## src/rtl/keypad_pkg.sv

```systemverilog
// Shared definitions for the keypad scan controller.
//   state_e       : controller FSM states (SCAN, DEBOUNCE, HELD, RELEASE)
//   ROW_IDLE      : row pattern with no key pressed (rows are active-low)
//   row_to_index  : lowest-index low row bit -> 2-bit row number
//   cnt_w         : counter width for a given maximum count (at least 1 bit)
package keypad_pkg;

  typedef enum logic [1:0] {
    ST_SCAN,
    ST_DEBOUNCE,
    ST_HELD,
    ST_RELEASE
  } state_e;

  localparam logic [3:0] ROW_IDLE = 4'b1111;

  function automatic logic [1:0] row_to_index(input logic [3:0] row_pat);
    logic [1:0] idx;
    logic       found;
    idx   = '0;
    found = 1'b0;
    for (int unsigned i = 0; i < 4; i++) begin
      if (!row_pat[i] && !found) begin
        idx   = i[1:0];
        found = 1'b1;
      end
    end
    return idx;
  endfunction

  function automatic int unsigned cnt_w(input int unsigned max_val);
    return (max_val > 1) ? $clog2(max_val) : 1;
  endfunction

endpackage

```

## src/rtl/key_sync.sv

```systemverilog
// Two-flop synchronizer for the asynchronous, active-low keypad rows.
//   clk    : system clock
//   reset  : synchronous active-high reset (outputs idle rows)
//   d_i    : raw row inputs
//   q_o    : synchronized rows
module key_sync
  import keypad_pkg::*;
(
  input  logic       clk,
  input  logic       reset,
  input  logic [3:0] d_i,
  output logic [3:0] q_o
);

  logic [3:0] meta_q;
  logic [3:0] sync_q;

  always_ff @(posedge clk) begin
    if (reset) begin
      meta_q <= ROW_IDLE;
      sync_q <= ROW_IDLE;
    end else begin
      meta_q <= d_i;
      sync_q <= meta_q;
    end
  end

  assign q_o = sync_q;

endmodule

```

## src/rtl/keypad_scan_ctrl.sv

```systemverilog
// 4x4 matrix keypad scanner with debounce and a one-entry key holding register.
//   clk          : system clock
//   reset        : synchronous active-high reset
//   row          : keypad rows, active-low, asynchronous
//   col          : column drive, active-low one-hot
//   key_code     : code (4*row + col) of the most recently accepted key
//   key_valid    : key_code holds an unconsumed key
//   key_ack      : consumer takes the key this clock
//   key_overrun  : sticky, a key was accepted over an unconsumed one
//   busy         : FSM is outside SCAN
// Optional feature: define KEYPAD_REPEAT_EN to re-issue the held key every
// REPEAT_CYC clocks.
module keypad_scan_ctrl
  import keypad_pkg::*;
#(
  parameter int unsigned SCAN_DIV     = 16,
  parameter int unsigned DEBOUNCE_CYC = 64,
  parameter int unsigned REPEAT_CYC   = 1024
) (
  input  logic       clk,
  input  logic       reset,
  input  logic [3:0] row,
  output logic [3:0] col,
  output logic [3:0] key_code,
  output logic       key_valid,
  input  logic       key_ack,
  output logic       key_overrun,
  output logic       busy
);

  if (SCAN_DIV < 4 || DEBOUNCE_CYC == 0 || REPEAT_CYC == 0) begin : g_param_check
    $error("keypad_scan_ctrl: illegal parameter value");
  end

  localparam int unsigned DIV_W = cnt_w(SCAN_DIV);
  localparam int unsigned DEB_W = cnt_w(DEBOUNCE_CYC);
  localparam logic [DIV_W-1:0] DIV_LAST = DIV_W'(SCAN_DIV - 1);
  localparam logic [DEB_W-1:0] DEB_LAST = DEB_W'(DEBOUNCE_CYC - 1);

  logic [3:0] row_s;

  key_sync u_sync (
    .clk   (clk),
    .reset (reset),
    .d_i   (row),
    .q_o   (row_s)
  );

  state_e           state_q,   state_d;
  logic [1:0]       col_idx_q, col_idx_d;
  logic [DIV_W-1:0] div_q,     div_d;
  logic [DEB_W-1:0] deb_q,     deb_d;
  logic [1:0]       r_q,       r_d;
  logic [3:0]       pat_q,     pat_d;
  logic [3:0]       code_q,    code_d;
  logic             valid_q,   valid_d;
  logic             ovr_q,     ovr_d;
  logic             accept;

`ifdef KEYPAD_REPEAT_EN
  localparam int unsigned REP_W = cnt_w(REPEAT_CYC);
  localparam logic [REP_W-1:0] REP_LAST = REP_W'(REPEAT_CYC - 1);
  logic [REP_W-1:0] rep_q, rep_d;
`endif

  always_comb begin
    state_d   = state_q;
    col_idx_d = col_idx_q;
    div_d     = div_q;
    deb_d     = deb_q;
    r_d       = r_q;
    pat_d     = pat_q;
    accept    = 1'b0;
`ifdef KEYPAD_REPEAT_EN
    rep_d     = rep_q;
`endif

    unique case (state_q)
      ST_SCAN: begin
        // Rows are only judged on the last clock of a step so the
        // synchronizer has settled on the current column.
        if (div_q == DIV_LAST) begin
          div_d = '0;
          if (row_s != ROW_IDLE) begin
            r_d     = row_to_index(row_s);
            pat_d   = row_s;
            deb_d   = '0;
            state_d = ST_DEBOUNCE;
          end else begin
            col_idx_d = col_idx_q + 2'd1;
          end
        end else begin
          div_d = div_q + DIV_W'(1);
        end
      end

      ST_DEBOUNCE: begin
        if (row_s != pat_q) begin
          deb_d   = '0;
          div_d   = '0;
          state_d = ST_SCAN;
        end else if (deb_q == DEB_LAST) begin
          accept  = 1'b1;
          deb_d   = '0;
          state_d = ST_HELD;
`ifdef KEYPAD_REPEAT_EN
          rep_d   = '0;
`endif
        end else begin
          deb_d = deb_q + DEB_W'(1);
        end
      end

      ST_HELD: begin
        if (row_s == ROW_IDLE) begin
          deb_d   = '0;
          state_d = ST_RELEASE;
        end
`ifdef KEYPAD_REPEAT_EN
        else if (rep_q == REP_LAST) begin
          accept = 1'b1;
          rep_d  = '0;
        end else begin
          rep_d = rep_q + REP_W'(1);
        end
`endif
      end

      ST_RELEASE: begin
        if (row_s != ROW_IDLE) begin
          deb_d   = '0;
          state_d = ST_HELD;
`ifdef KEYPAD_REPEAT_EN
          rep_d   = '0;
`endif
        end else if (deb_q == DEB_LAST) begin
          deb_d     = '0;
          div_d     = '0;
          col_idx_d = col_idx_q + 2'd1;
          state_d   = ST_SCAN;
        end else begin
          deb_d = deb_q + DEB_W'(1);
        end
      end

      default: state_d = ST_SCAN;
    endcase
  end

  // Key holding register: a new key always wins; ack only clears when no
  // key arrives on the same clock.
  always_comb begin
    code_d  = accept ? {r_q, col_idx_q} : code_q;
    valid_d = accept ? 1'b1 : (key_ack ? 1'b0 : valid_q);
    ovr_d   = ovr_q | (accept & valid_q & ~key_ack);
  end

  always_ff @(posedge clk) begin
    if (reset) begin
      state_q   <= ST_SCAN;
      col_idx_q <= '0;
      div_q     <= '0;
      deb_q     <= '0;
      r_q       <= '0;
      pat_q     <= ROW_IDLE;
      code_q    <= '0;
      valid_q   <= 1'b0;
      ovr_q     <= 1'b0;
`ifdef KEYPAD_REPEAT_EN
      rep_q     <= '0;
`endif
    end else begin
      state_q   <= state_d;
      col_idx_q <= col_idx_d;
      div_q     <= div_d;
      deb_q     <= deb_d;
      r_q       <= r_d;
      pat_q     <= pat_d;
      code_q    <= code_d;
      valid_q   <= valid_d;
      ovr_q     <= ovr_d;
`ifdef KEYPAD_REPEAT_EN
      rep_q     <= rep_d;
`endif
    end
  end

  assign col         = ~(4'b0001 << col_idx_q);
  assign key_code    = code_q;
  assign key_valid   = valid_q;
  assign key_overrun = ovr_q;
  assign busy        = (state_q != ST_SCAN);

endmodule

```

## config.mk

```make
export PLATFORM = sky130hd
export DESIGN_NAME = keypad_scan_ctrl
export DESIGN_NICKNAME = d
export VERILOG_FILES = /design/src/rtl/keypad_pkg.sv /design/src/rtl/key_sync.sv /design/src/rtl/keypad_scan_ctrl.sv
export SDC_FILE = /design/constraint.sdc
export NUM_CORES = 1
export LEC_CHECK = 0
export BUFFER_PORTS_ARGS = -buffer_cell sky130_fd_sc_hd__buf_2
export CORE_ASPECT_RATIO = 0.75
export CORE_MARGIN = 2
export CORE_UTILIZATION = 61
export CTS_CLUSTER_SIZE = 12
export DETAILED_ROUTE_END_ITERATION = 6
export GPL_ROUTABILITY_DRIVEN = 0
export GPL_TIMING_DRIVEN = 0
export PLACE_DENSITY = 0.92
export SYNTH_ARGS = -nofsm -noshare
export SYNTH_HDL_FRONTEND = slang
export SYNTH_SLANG_ARGS = --single-unit
```

## constraint.sdc

```tcl
create_clock -name clk -period 4.5 [get_ports clk]
set_input_delay 0.225 -clock clk [delete_from_list [all_inputs] [get_ports clk]]
set_output_delay 0.225 -clock clk [all_outputs]
set_load 0.02 [all_outputs]
```

=== Yosys cells after proc, flatten, opt, wreduce, memory -nomap -nowiden ===
Cells that the tools add are included.
Widths: inputs -> output; s select.

* Memories: 0
* Output and inout bits: 11
* Bits in registers: 34
* Latch bits: 0
* Bits in writable memories: 0
* Word-level logic and storage cells: 101
* Bits of input ports: 7
* Memory bits (read-only): 0

* Bitwise gates (word level): 5
* Multiply operators: 0
* Reduce and logical (&&, ||, !) cells: 19
* Div/mod/pow operators: 0
* Eq/ne operators: 17
* Add/sub/neg operators: 3
* Shift-type cells: 1
* Mux-type cells: 45
* $lt $le $gt $ge: 0

{| class="wikitable"
|+ Operators by type and width
! cell !! count
|-
| $mux 6 || 6
|-
| $mux 2 || 13
|-
| $pmux 6 s4 || 1
|-
| $mux 1 || 18
|-
| $mux 4 || 4
|-
| $ne 2x2->1 const B || 7
|-
| $pmux 4 s3 || 1
|-
| $reduce_and 5->1 || 2
|-
| $eq 4x4->1 const B || 2
|-
| $pmux 2 s4 || 1
|-
| $add 6x1->6 const B || 1
|-
| $eq 6x6->1 const B || 1
|-
| $logic_not 1->1 || 6
|-
| $ne 3x3->1 const B || 2
|-
| $reduce_and 3->1 || 2
|-
| $reduce_bool 2->1 || 3
|-
| $add 4x1->4 const B || 1
|-
| $eq 2x2->1 const B || 2
|-
| $ne 4x4->1 || 1
|-
| $ne 4x4->1 const B || 1
|-
| $not 4->4 || 1
|-
| $pmux 2 s2 || 1
|-
| $reduce_and 4->1 || 1
|-
| $shl 1x2->4 const A || 1
|-
| other kinds (8) || 11
|}

=== Longest topological paths before layout ===
Gate-level depths: netlist (run 1).

* Word-level depth: 19
* Mapped depth: 7
* Gate-level depth less buffers: 7

=== Cells and area by module ===
Synthesis (run 1) repeated with hierarchy kept, for this count alone.

* Cells, all modules: 178
* Area, all modules: 1657.8 um2

{| class="wikitable"
|+ By module, submodules not included
! module !! area each (um2) !! seq. area each (um2) !! cells an instance !! instances
|-
| keypad_scan_ctrl || 1447.6 || 520.5 || 162 || 1
|-
| key_sync || 210.2 || 160.2 || 16 || 1
|}

=== Least setup slack after synthesis (run 1) ===
No wires, ideal clock.

* Kind: reg-to-reg
* From: register state_q[0]
* To: register state_q[1]
* Clock period less this slack: 1.773 ns
* Library setup time: 0.070 ns
* Data required time: 4.430 ns
* Stages on the path, launching flop included: 8
* Buffers on the path: 0
* Arrival: 1.702 ns
* Setup slack: 2.727 ns
* Path through: dfxtp_1 -> inv_1 -> ha_1 -> inv_1 -> a21oi_1 -> a21o_1 -> or4b_1 -> a21oi_1

* Cells in the longest elaborated chain, start to end: 3
* Elaborated cells on any way between the ends: 11
* Those cells by class: 8 x eq/ne; 1 x mux; 2 x reduce/logical

{| class="wikitable"
|+ RTL lines
! item !! RTL line !! text
|-
| start, declared || keypad_scan_ctrl.sv:49 || <nowiki>state_e state_q, state_d;</nowiki>
|-
| start signal, assigned || keypad_scan_ctrl.sv:173 || <nowiki>state_q <= state_d;</nowiki>
|-
| $eq 2x1->1, or another cell as far along || keypad_scan_ctrl.sv:78 || <nowiki>unique case (state_q)</nowiki>
|-
| $ne 3x3->1 (no line) or $ne 2x2->1 (tied branches) || n/a ||
|-
| $reduce_and 5->1 (no line) || n/a ||
|}

Several ways; a longest one is shown, not always the timed one.
A chain may end at the register's enable or synchronous reset.

=== Worst setup path in the final report (run 1) ===
* From: register div_q[0]
* To: register state_q[1]

* Cells in the longest elaborated chain, start to end: 3

{| class="wikitable"
|+ RTL lines
! item !! RTL line !! text
|-
| start, declared || keypad_scan_ctrl.sv:51 || <nowiki>logic [DIV_W-1:0] div_q, div_d;</nowiki>
|-
| start signal, assigned || keypad_scan_ctrl.sv:175 || <nowiki>div_q <= div_d;</nowiki>
|-
| $eq 4x4->1 || keypad_scan_ctrl.sv:82 || <nowiki>if (div_q == DIV_LAST) begin</nowiki>
|-
| $ne 2x2->1 (no line) || n/a ||
|-
| $reduce_and 5->1 (no line) || n/a ||
|}

Every way passes these cells.

==> results.json, run 1 <==
{
  "timing.slew.headroom_pct": 60.77,
  "use_met2_pct": 41.84,
  "place_area_mm2": 0.001778,
  "p_leak_nw": 0.7494,
  "synth_warnings": 0,
  "start_kind": "flop",
  "drtIter0Drc": 98,
  "n_fill_cell": 210,
  "cts-root-buf": "clkbuf_4",
  "hold_viol": 0,
  "htreeDepth": 2,
  "die_w_um": 64.11,
  "grt_util_met1_pct": 30.59,
  "fmax_ghz": 0.4828,
  "drc": 0,
  "clock_latency_ns": 0.35,
  "io_pins": 18,
  "ant_nets": 0,
  "numClockSinks": 34,
  "first_global_vias": 1312,
  "cts_tree": "yes",
  "postCtsSetupBuffers": 0,
  "hold_buffers": 0,
  "path_max_fanout": 9,
  "yosysUniqueCellTypes": 37,
  "design_area_mm2": 0.001842,
  "setup_viol": 0,
  "final_common_cell": "dfxtp_1",
  "synth_area_mm2": 0.001653,
  "cp-end-kind": "flop",
  "initial_core_util_pct": 63.51,
  "routed_wl_um": 3494,
  "finalWorstPathRequiredPeriod_ns": 2.071,
  "path_buf_inv": 0,
  "vias_per_cell": 5.802,
  "r2r_end": "state_q[1]",
  "reg2reg_from": "div_q[0]",
  "rows": 16,
  "crit_start": "div_q[0]",
  "final_util_pct": 70.77,
  "most-common-layout-cells": "dfxtp_1 (34), buf_2 (17), nor2_1 (15)",
  "power_w": 0.0006316,
  "synth.yosys.seq_area_share_pct": 41.18,
  "drive_gt1_share_pct": 18.36,
  "crit_arrival_ns": 2.35,
  "rsz0062_at_grt": "false",
  "use_met3_pct": 7.390,
  "path_cells": "ha_1, and3_1, a21oi_1, a21o_1, or4b_1, a21oi_1",
  "ir_drop_mv": 0.2385,
  "postSynthCellCount": 183,
  "path_clk_slew_ns": 0.11,
  "status": "complete, no violations",
  "cpPeakStageDelay_ns": 0.53,
  "timing.hold.worst.class": "input port to flop",
  "tns_ns": 0,
  "grt_overflow_total": 0,
  "slew_violations": 0,
  "critPathKind": "flop to flop",
  "drtPass1Iterations": 5,
  "skew_ns": 0.01254,
  "num_vias": 1410,
  "core_mm2": 0.002603,
  "cp_slowest_cell": "or4b_1",
  "dieArea_mm2": 0.003146,
  "cap_violations": 0,
  "synth_seq_cells": 34,
  "numCtsBuffers": 5,
  "area_delta_synth_final_pct": 11.43,
  "cp_data_required_time_ns": 4.78,
  "nets": 224,
  "cts_buffer_depth": 2,
  "die_h_um": 49.08,
  "fin_crit_sh_pct": 46.03,
  "grt_usage_pct": 25.16,
  "grt_pass1_wl_um": 6072,
  "grt_start_max_net_pins": 12,
  "antenna_found_initial": 0,
  "endpoint": "state_q[1]",
  "io_buffers": 16,
  "worst_pin_slew_ns": 0.5884,
  "synth_fp_nets": 201,
  "critical_path_depth": 6,
  "cts_resized": 0,
  "reg2regPathDepth": 6,
  "syn_avg_cell_area_um2": 9.032,
  "wl_per_cell_um": 14.38,
  "crit_family": "simple AND/OR/NAND/NOR gates",
  "top_usage_layer": "met2",
  "path_common_cell": "a21oi_1",
  "insertedDiodeCount": 0,
  "dpl.hpwl_um": 2599,
  "rrSetupSlack_ns": 2.43,
  "powerDensity_mw_per_mm2": 342.9
}
worst min-delay path by stage:
stage / startpoint / end / slack, ns / depth (start not counted)
after floorplan: row[0] / u_sync.meta_q[0] / 0.33 / 1
after global placement: u_sync.meta_q[0] / u_sync.q_o[0] / 0.39 / 1
after detailed placement: u_sync.meta_q[3] / u_sync.q_o[3] / 0.40 / 1
after CTS: row[2] / u_sync.meta_q[2] / 0.04 / 2
after global routing: row[0] / u_sync.meta_q[0] / 0.03 / 2
final: row[2] / u_sync.meta_q[2] / 0.05 / 2
through the flow:
step | worst slack (ns) | hold slack [ns] | instances
global route | 2.307 | 0.03216 | 243
CTS | 2.471 | 0.04360 | 243
finish | 2.429 | 0.04801 | 243
global placement | 2.614 | 0.3947 | 235
floorplan | 2.727 | 0.3288 | 183
detailed placement | 2.508 | 0.4011 | 235
Yosys cell counts (all sizes together):
| cell | instances | share of area [%] |
|---|---|---|
| and4 | 1 | 0.53 |
| and2 | 3 | 1.1 |
| nor4 | 2 | 1.7 |
| xnor2 | 5 | 2.6 |
| nand3b | 4 | 1.8 |
| a211o | 4 | 2.1 |
| nand4 | 1 | 1.3 |
| a21o | 2 | 0.91 |
| inv | 13 | 3.0 |
| nor3 | 3 | 0.91 |
| a31oi | 4 | 1.5 |
| a211oi | 1 | 0.45 |
| nand2 | 12 | 2.7 |
| or3 | 1 | 0.38 |
| buf | 1 | 0.30 |
| a21oi | 13 | 3.9 |
| a21boi | 1 | 0.45 |
| clkbuf | 4 | 0.91 |
| nand4b | 3 | 1.6 |
| mux2i | 7 | 4.2 |
| dfxtp | 34 | 41 |
| nor2 | 15 | 3.4 |
| ha | 11 | 8.3 |
| nand3 | 11 | 3.6 |
| or2 | 9 | 3.4 |
| or4b | 1 | 0.61 |
| o221ai | 1 | 0.53 |
| o211ai | 4 | 2.1 |
| nand2b | 2 | 0.76 |
| and3 | 1 | 0.38 |
| o21ai | 8 | 2.4 |
| o31ai | 1 | 0.76 |
power breakdown:
part	internal, W	leakage (nW)	switching (W)
registers	0.000315	0.277	0.0000177
clock network	0.0000750	0.0343	0.000109
logic	0.0000453	0.439	0.0000693
total	0.000435	0.749	0.000196
per-layer routing:
layer / wire length (µm) / vias to the layer above
met2: 1723 / 34
met5: 0 / -
li1: - / 683
met1: 1572 / 684
met4: 63 / 0
met3: 135 / 9
state kept, by name, summed over array words and instances, names as in the netlist:
| name | count |
|---|---|
| deb_q | 6 |
| div_q | 4 |
| key_code | 4 |
| pat_q | 4 |
| u_sync.meta_q | 4 |
| u_sync.q_o | 4 |
| col_idx_q | 2 |
| r_q | 2 |
| state_q | 2 |
| key_overrun | 1 |
| key_valid | 1 |
cell families after synthesis:
group	share of synthesized area [%]
simple gates	24.23
compound gates	15.21
flops	41.18
buf+inv	4.163
fa+ha+maj	8.327
mux	4.239
xor+xnor	2.649
layout make-up:
cell class	instances	area [µm²]	area share, %
multi-input combinational	131	903.4	49.05
sequential	34	680.7	36.96
timing repair buffer	16	80.08	4.348
clock buffer	6	51.30	2.785
inverter	13	48.80	2.649
tap	36	45.04	2.446
buffer	5	20.02	1.087
clock inverter	2	12.51	0.6793
worst register-to-register path: stages (launching register included):
cell and delay, ns:
dfxtp_1 0.44, ha_1 0.25, and3_1 0.26, a21oi_1 0.12, a21o_1 0.27, or4b_1 0.53, a21oi_1 0.13
No activity file was read; power rests on OpenSTA's default activity.
==> run 2, diff against run 1 <==
--- a/config.mk
+++ b/config.mk
@@ -8,12 +8,12 @@
 export BUFFER_PORTS_ARGS = -buffer_cell sky130_fd_sc_hd__buf_2
 export CORE_ASPECT_RATIO = 0.75
 export CORE_MARGIN = 2
-export CORE_UTILIZATION = 61
+export CORE_UTILIZATION = 57
 export CTS_CLUSTER_SIZE = 12
 export DETAILED_ROUTE_END_ITERATION = 6
 export GPL_ROUTABILITY_DRIVEN = 0
 export GPL_TIMING_DRIVEN = 0
-export PLACE_DENSITY = 0.92
+export PLACE_DENSITY = 0.88
 export SYNTH_ARGS = -nofsm -noshare
 export SYNTH_HDL_FRONTEND = slang
 export SYNTH_SLANG_ARGS = --single-unit
==> constraint.sdc (replaced) <==
create_clock -name clk -period 2 [get_ports clk]
set_input_delay 0.1 -clock clk [delete_from_list [all_inputs] [get_ports clk]]
set_output_delay 0.1 -clock clk [all_outputs]
set_load 0.02 [all_outputs]
==> run 2 against run 1 <==
- final cell count increased by 1.6%
- highest routed layer unchanged
- critical path depth unchanged
- core utilization up 2.9 points
==> results.json, run 2 (synthesized netlist as in run 1, its figures left out) <==
{
  "status": "complete, no violations",
  "top_register": "deb_q",
  "timing.slew.headroom_pct": 65.61,
  "crit_start": "div_q[0]",
  "nets": 228,
  "cp-end-kind": "flop",
  "skew_ns": 0.009853,
  "cap_violations": 0,
  "num_vias": 1381,
  "finalWorstPathRequiredPeriod_ns": 1.935,
  "antenna_found_initial": 0,
  "crit_arrival_ns": 2.15,
  "wl_per_cell_um": 14.15,
  "drc": 0,
  "sequentialPowerShare_pct": 42.1,
  "ant_nets": 0,
  "insertedDiodeCount": 0,
  "numCtsBuffers": 5,
  "setup_viol": 0,
  "ir_drop_mv": 0.4302,
  "path_common_cell": "a21oi_1",
  "final_common_cell": "dfxtp_1",
  "grt_start_max_net_pins": 13,
  "io_buffers": 16,
  "largest_register_ffs": 6,
  "r2r_end": "state_q[1]",
  "die_h_um": 50.64,
  "clock_latency_ns": 0.30,
  "hp-start": "key_ack",
  "cp_slowest_cell": "or4b_1",
  "cts-root-buf": "clkbuf_8",
  "power.share.clock_pct": 43.1,
  "cts_buffer_depth": 2,
  "most-common-layout-cells": "dfxtp_1 (32), buf_2 (17), nor2_1 (15)",
  "first_global_vias": 1347,
  "io_pins": 18,
  "htreeDepth": 2,
  "initial_core_util_pct": 61.61,
  "critPathKind": "flop to flop",
  "path_buf_inv": 0,
  "die_w_um": 66.18,
  "path_max_fanout": 9,
  "p_leak_nw": 0.7993,
  "drive_gt1_share_pct": 20.85,
  "fmax_ghz": 0.5167,
  "timing.hold.worst.class": "input port to flop",
  "switching_power_w": 0.0004679,
  "numClockSinks": 34,
  "vias_per_cell": 5.591,
  "holdPathStages": 4,
  "start_kind": "flop",
  "cp_data_required_time_ns": 2.22,
  "cts_tree": "yes",
  "rows": 16,
  "path_cells": "ha_2, and3_2, a21oi_1, a21o_2, or4b_1, a21oi_1",
  "worst_pin_slew_ns": 0.5158,
  "reg2regPathDepth": 6,
  "grt_usage_pct": 23.66,
  "area_delta_synth_final_pct": 19.61,
  "rsz0062_at_grt": "false",
  "fin_crit_sh_pct": 96.76,
  "rrSetupSlack_ns": 0.06,
  "path_clk_slew_ns": 0.08,
  "dieArea_mm2": 0.003351,
  "core_mm2": 0.002683,
  "hold_slack_ns": 0.1397,
  "p_sw_share_pct": 26.18,
  "routed_wl_um": 3495,
  "dpl.hpwl_um": 2406,
  "cpPeakStageDelay_ns": 0.51,
  "reg2reg_from": "div_q[0]",
  "grt_overflow_total": 0,
  "hold_viol": 0,
  "drtPass1Iterations": 4,
  "crit_family": "simple AND/OR/NAND/NOR gates",
  "internal_power_w": 0.001320,
  "endpoint": "state_q[1]",
  "drtIter0Drc": 137,
  "tns_ns": 0,
  "p_comb_share_pct": 14.8,
  "powerDensity_mw_per_mm2": 904.3,
  "critical_path_depth": 6,
  "grt_pass1_wl_um": 6030,
  "slew_violations": 0
}
==> run 2: worst min-delay path: stages <==
cell	delay, ns
buf_2	0.09
inv_1	0.07
a21oi_1	0.06
nor2_1	0.08
==> run 2: final cells by class <==
cell class | instances | area [µm²]
Buffer | 5 | 20.02
Sequential cell | 34 | 683.2
Timing Repair Buffer | 20 | 120.1
Clock inverter | 3 | 68.82
Multi-Input combinational cell | 131 | 922.1
Inverter | 13 | 48.80
Fill cell | 204 | 705.7
Clock buffer | 5 | 68.82
Tap cell | 36 | 45.04
==> run 2: worst min-delay path by stage <==
stage | endpoint | slack, ns
after floorplan | u_sync.meta_q[0] | 0.20
after global placement | u_sync.meta_q[0] | 0.28
after detailed placement | u_sync.meta_q[3] | 0.29
after CTS | key_valid | 0.14
after global routing | key_overrun | 0.16
final | key_valid | 0.14
==> run 2: power groups by stage <==
stage | logic [W] | registers [W] | clock network, W
6_report | 0.000265 | 0.000752 | 0.000771
5_1_grt | 0.000297 | 0.000756 | 0.000809
4_1_cts | 0.000260 | 0.000747 | 0.000779
3_5_place_dp | 0.000246 | 0.000759 | 0
3_3_place_gp | 0.000232 | 0.000756 | 0
2_1_floorplan | 0.000191 | 0.000750 | 0
==> run 2: repair_timing <==
action | 4_1_cts | 5_1_grt
setup endpoints to repair | 1 | 2
hold buffers | 4 | 0
gates resized for setup | 1 | 6
setup buffers | 0 | 0
pin swaps | 0 | 1
hold endpoints to repair | 4 | 0
==> run 2: layer usage <==
| metal | track usage [%] | up-vias | routed length [µm] |
|---|---|---|---|
| met5 | 0 | - | 0 |
| met4 | 8.163 | 0 | 48 |
| met3 | 5.381 | 7 | 141 |
| met2 | 39.83 | 25 | 1719 |
| met1 | 29.71 | 657 | 1586 |
| li1 | - | 692 | - |
==> run 2: metrics by stage <==
step / utilization (%) / power [W] / cells / worst slack (ns) / area [µm²]
after CTS: 72.95 / 0.001786 / 247 / 0.01543 / 1957
after detailed placement: 66.28 / 0.001005 / 235 / 0.03697 / 1778
final: 73.69 / 0.001788 / 247 / 0.06475 / 1977
after global placement: 66.28 / 0.0009887 / 235 / 0.1047 / 1778
after global routing: 73.69 / 0.001862 / 247 / 0.01330 / 1977
after floorplan: - / 0.0009413 / 183 / 0.2273 / 1653
==> run 3, diff against run 2 <==
--- a/config.mk
+++ b/config.mk
@@ -13,7 +13,8 @@
 export DETAILED_ROUTE_END_ITERATION = 6
 export GPL_ROUTABILITY_DRIVEN = 0
 export GPL_TIMING_DRIVEN = 0
-export PLACE_DENSITY = 0.88
+export PLACE_DENSITY = 0.78
 export SYNTH_ARGS = -nofsm -noshare
 export SYNTH_HDL_FRONTEND = slang
 export SYNTH_SLANG_ARGS = --single-unit
+export TNS_END_PERCENT = 1
==> run 3 against run 2 <==
- combinational power increased by 3%
- hold slack improved by 0.0084 ns
- clock-buffer cell count increased by 1
- core utilization decreased by 1.5 points
- maximum frequency increased by 0.63%
- die area unchanged
- via count decreased by 0.87%
- largest cell class unchanged
- sequential share of layout area increased by 0.65 points
==> results.json, run 3 (synthesized netlist as in run 1, its figures left out) <==
{
  "p_leak_nw": 0.7866,
  "area_delta_synth_final_pct": 17.18,
  "slew_violations": 0,
  "path_max_fanout": 9,
  "timing.hold.worst.class": "input port to flop",
  "final_common_cell": "dfxtp_1",
  "skew_ns": 0.005407,
  "final_cell_count_no_fill": 246,
  "n_fill_cell": 209,
  "path_clk_slew_ns": 0.07,
  "place_area_mm2": 0.001778,
  "top_register": "deb_q",
  "htreeDepth": 2,
  "numClockSinks": 34,
  "routed_wl_um": 3554,
  "cts-root-buf": "clkbuf_8",
  "nets": 228,
  "post-place-ws_ns": 0.02387,
  "tns_ns": 0,
  "finalWorstPathRequiredPeriod_ns": 1.923,
  "rsz0062_at_grt": "false",
  "ant_nets": 0,
  "cp_data_required_time_ns": 2.21,
  "start_kind": "flop",
  "drtIter0Drc": 75,
  "drive_gt1_share_pct": 19.52,
  "largest_register_ffs": 6,
  "status": "complete, no violations",
  "io_buffers": 16,
  "hold_viol": 0,
  "grt_start_max_net_pins": 11,
  "insertedDiodeCount": 0,
  "setup_viol": 0,
  "cp-end-kind": "flop",
  "most-common-layout-cells": "dfxtp_1 (33), buf_2 (17), nor2_1 (15)",
  "grt_overflow_total": 0,
  "cap_violations": 0,
  "io_pins": 18,
  "setup_slack_ns": 0.07694,
  "dpl.hpwl_um": 2476,
  "ir_drop_mv": 0.5297,
  "worst_pin_slew_ns": 0.5475,
  "grt_pass1_wl_um": 5968,
  "drc": 0,
  "cts_tree": "yes",
  "dieArea_mm2": 0.003351,
  "grt_usage_pct": 23.55,
  "wl_per_cell_um": 14.45,
  "initial_core_util_pct": 61.61,
  "hold_slack_ns": 0.1481,
  "numCtsBuffers": 5,
  "design_area_mm2": 0.001937,
  "vias_per_cell": 5.565,
  "die_w_um": 66.18,
  "num_vias": 1369,
  "timing.slew.headroom_pct": 63.50,
  "postCtsSetupBuffers": 0,
  "dp.cells": 235,
  "antenna_found_initial": 0,
  "fmax_ghz": 0.5200,
  "rows": 16,
  "drtPass1Iterations": 4,
  "die_h_um": 50.64,
  "critPathKind": "flop to flop",
  "core_mm2": 0.002683,
  "powerDensity_mw_per_mm2": 856.9,
  "crit_arrival_ns": 2.13,
  "clock_latency_ns": 0.28,
  "fin_crit_sh_pct": 96.15,
  "first_global_vias": 1293,
  "cts_buffer_depth": 2
}
[run 3: cell count changes in the layout (fill, tap and decap cells not counted), sizes merged]
cell    delta
bufinv     -1
clkbuf     +1
clkinv     -1
[run 3: per-stage QoR]
| stage | power, W | util [%] |
|---|---|---|
| floorplan | 0.0009413 | - |
| global placement | 0.0009901 | 66.28 |
| detailed placement | 0.001019 | 66.28 |
| CTS | 0.001659 | 72.01 |
| global route | 0.001719 | 72.20 |
| finish | 0.001660 | 72.20 |
[run 3: worst max-delay path: stages, from the launching register on]
cell     delay (ns)
dfxtp_1        0.38
ha_2           0.23
and3_2         0.24
a21oi_1        0.09
a21o_2         0.25
or4b_1         0.53
a21oi_1        0.13
[run 3: repair_timing]
| item | 4_1_cts | 5_1_grt |
|---|---|---|
| hold buffers | 4 | 0 |
| gates resized for setup | 1 | 3 |
| setup endpoints to repair | 1 | 2 |
| endpoints found under the hold margin | 4 | 0 |
[run 3: power by group]
group	switching [W]	leakage, nW	total, W	internal, W
sequential	0.0000390	0.277	0.000750	0.000711
clock	0.000239	0.0573	0.000638	0.000398
combinational	0.000162	0.452	0.000272	0.000110
[run 3: per-layer routing]
layer  routed length [µm]  track usage [%]
met5                    0                0
met4                   38            9.184
met3                  111            6.054
met1                 1642            30.14
met2                 1761            38.00
[run 3: worst paths after layout]
kind                            slack [ns]  cells past startpoint             to             start
worst max register to register        0.08                      6     state_q[1]          div_q[1]
worst min-delay path                  0.15                      4    key_overrun           key_ack
worst max-delay path                  0.08                      6     state_q[1]          div_q[1]
worst min register to register        0.41                      1  u_sync.q_o[1]  u_sync.meta_q[1]
[run 3: cell type report]
type	instances	area, µm²	share of cell area (%)
Tap cell	36	45.04	2.326
Buffer	5	20.02	1.034
Sequential cell	34	681.9	35.21
Multi-Input combinational cell	131	908.4	46.90
Clock buffer	6	82.58	4.264
Inverter	13	48.80	2.519
Clock inverter	1	30.03	1.550
Timing Repair Buffer	20	120.1	6.202
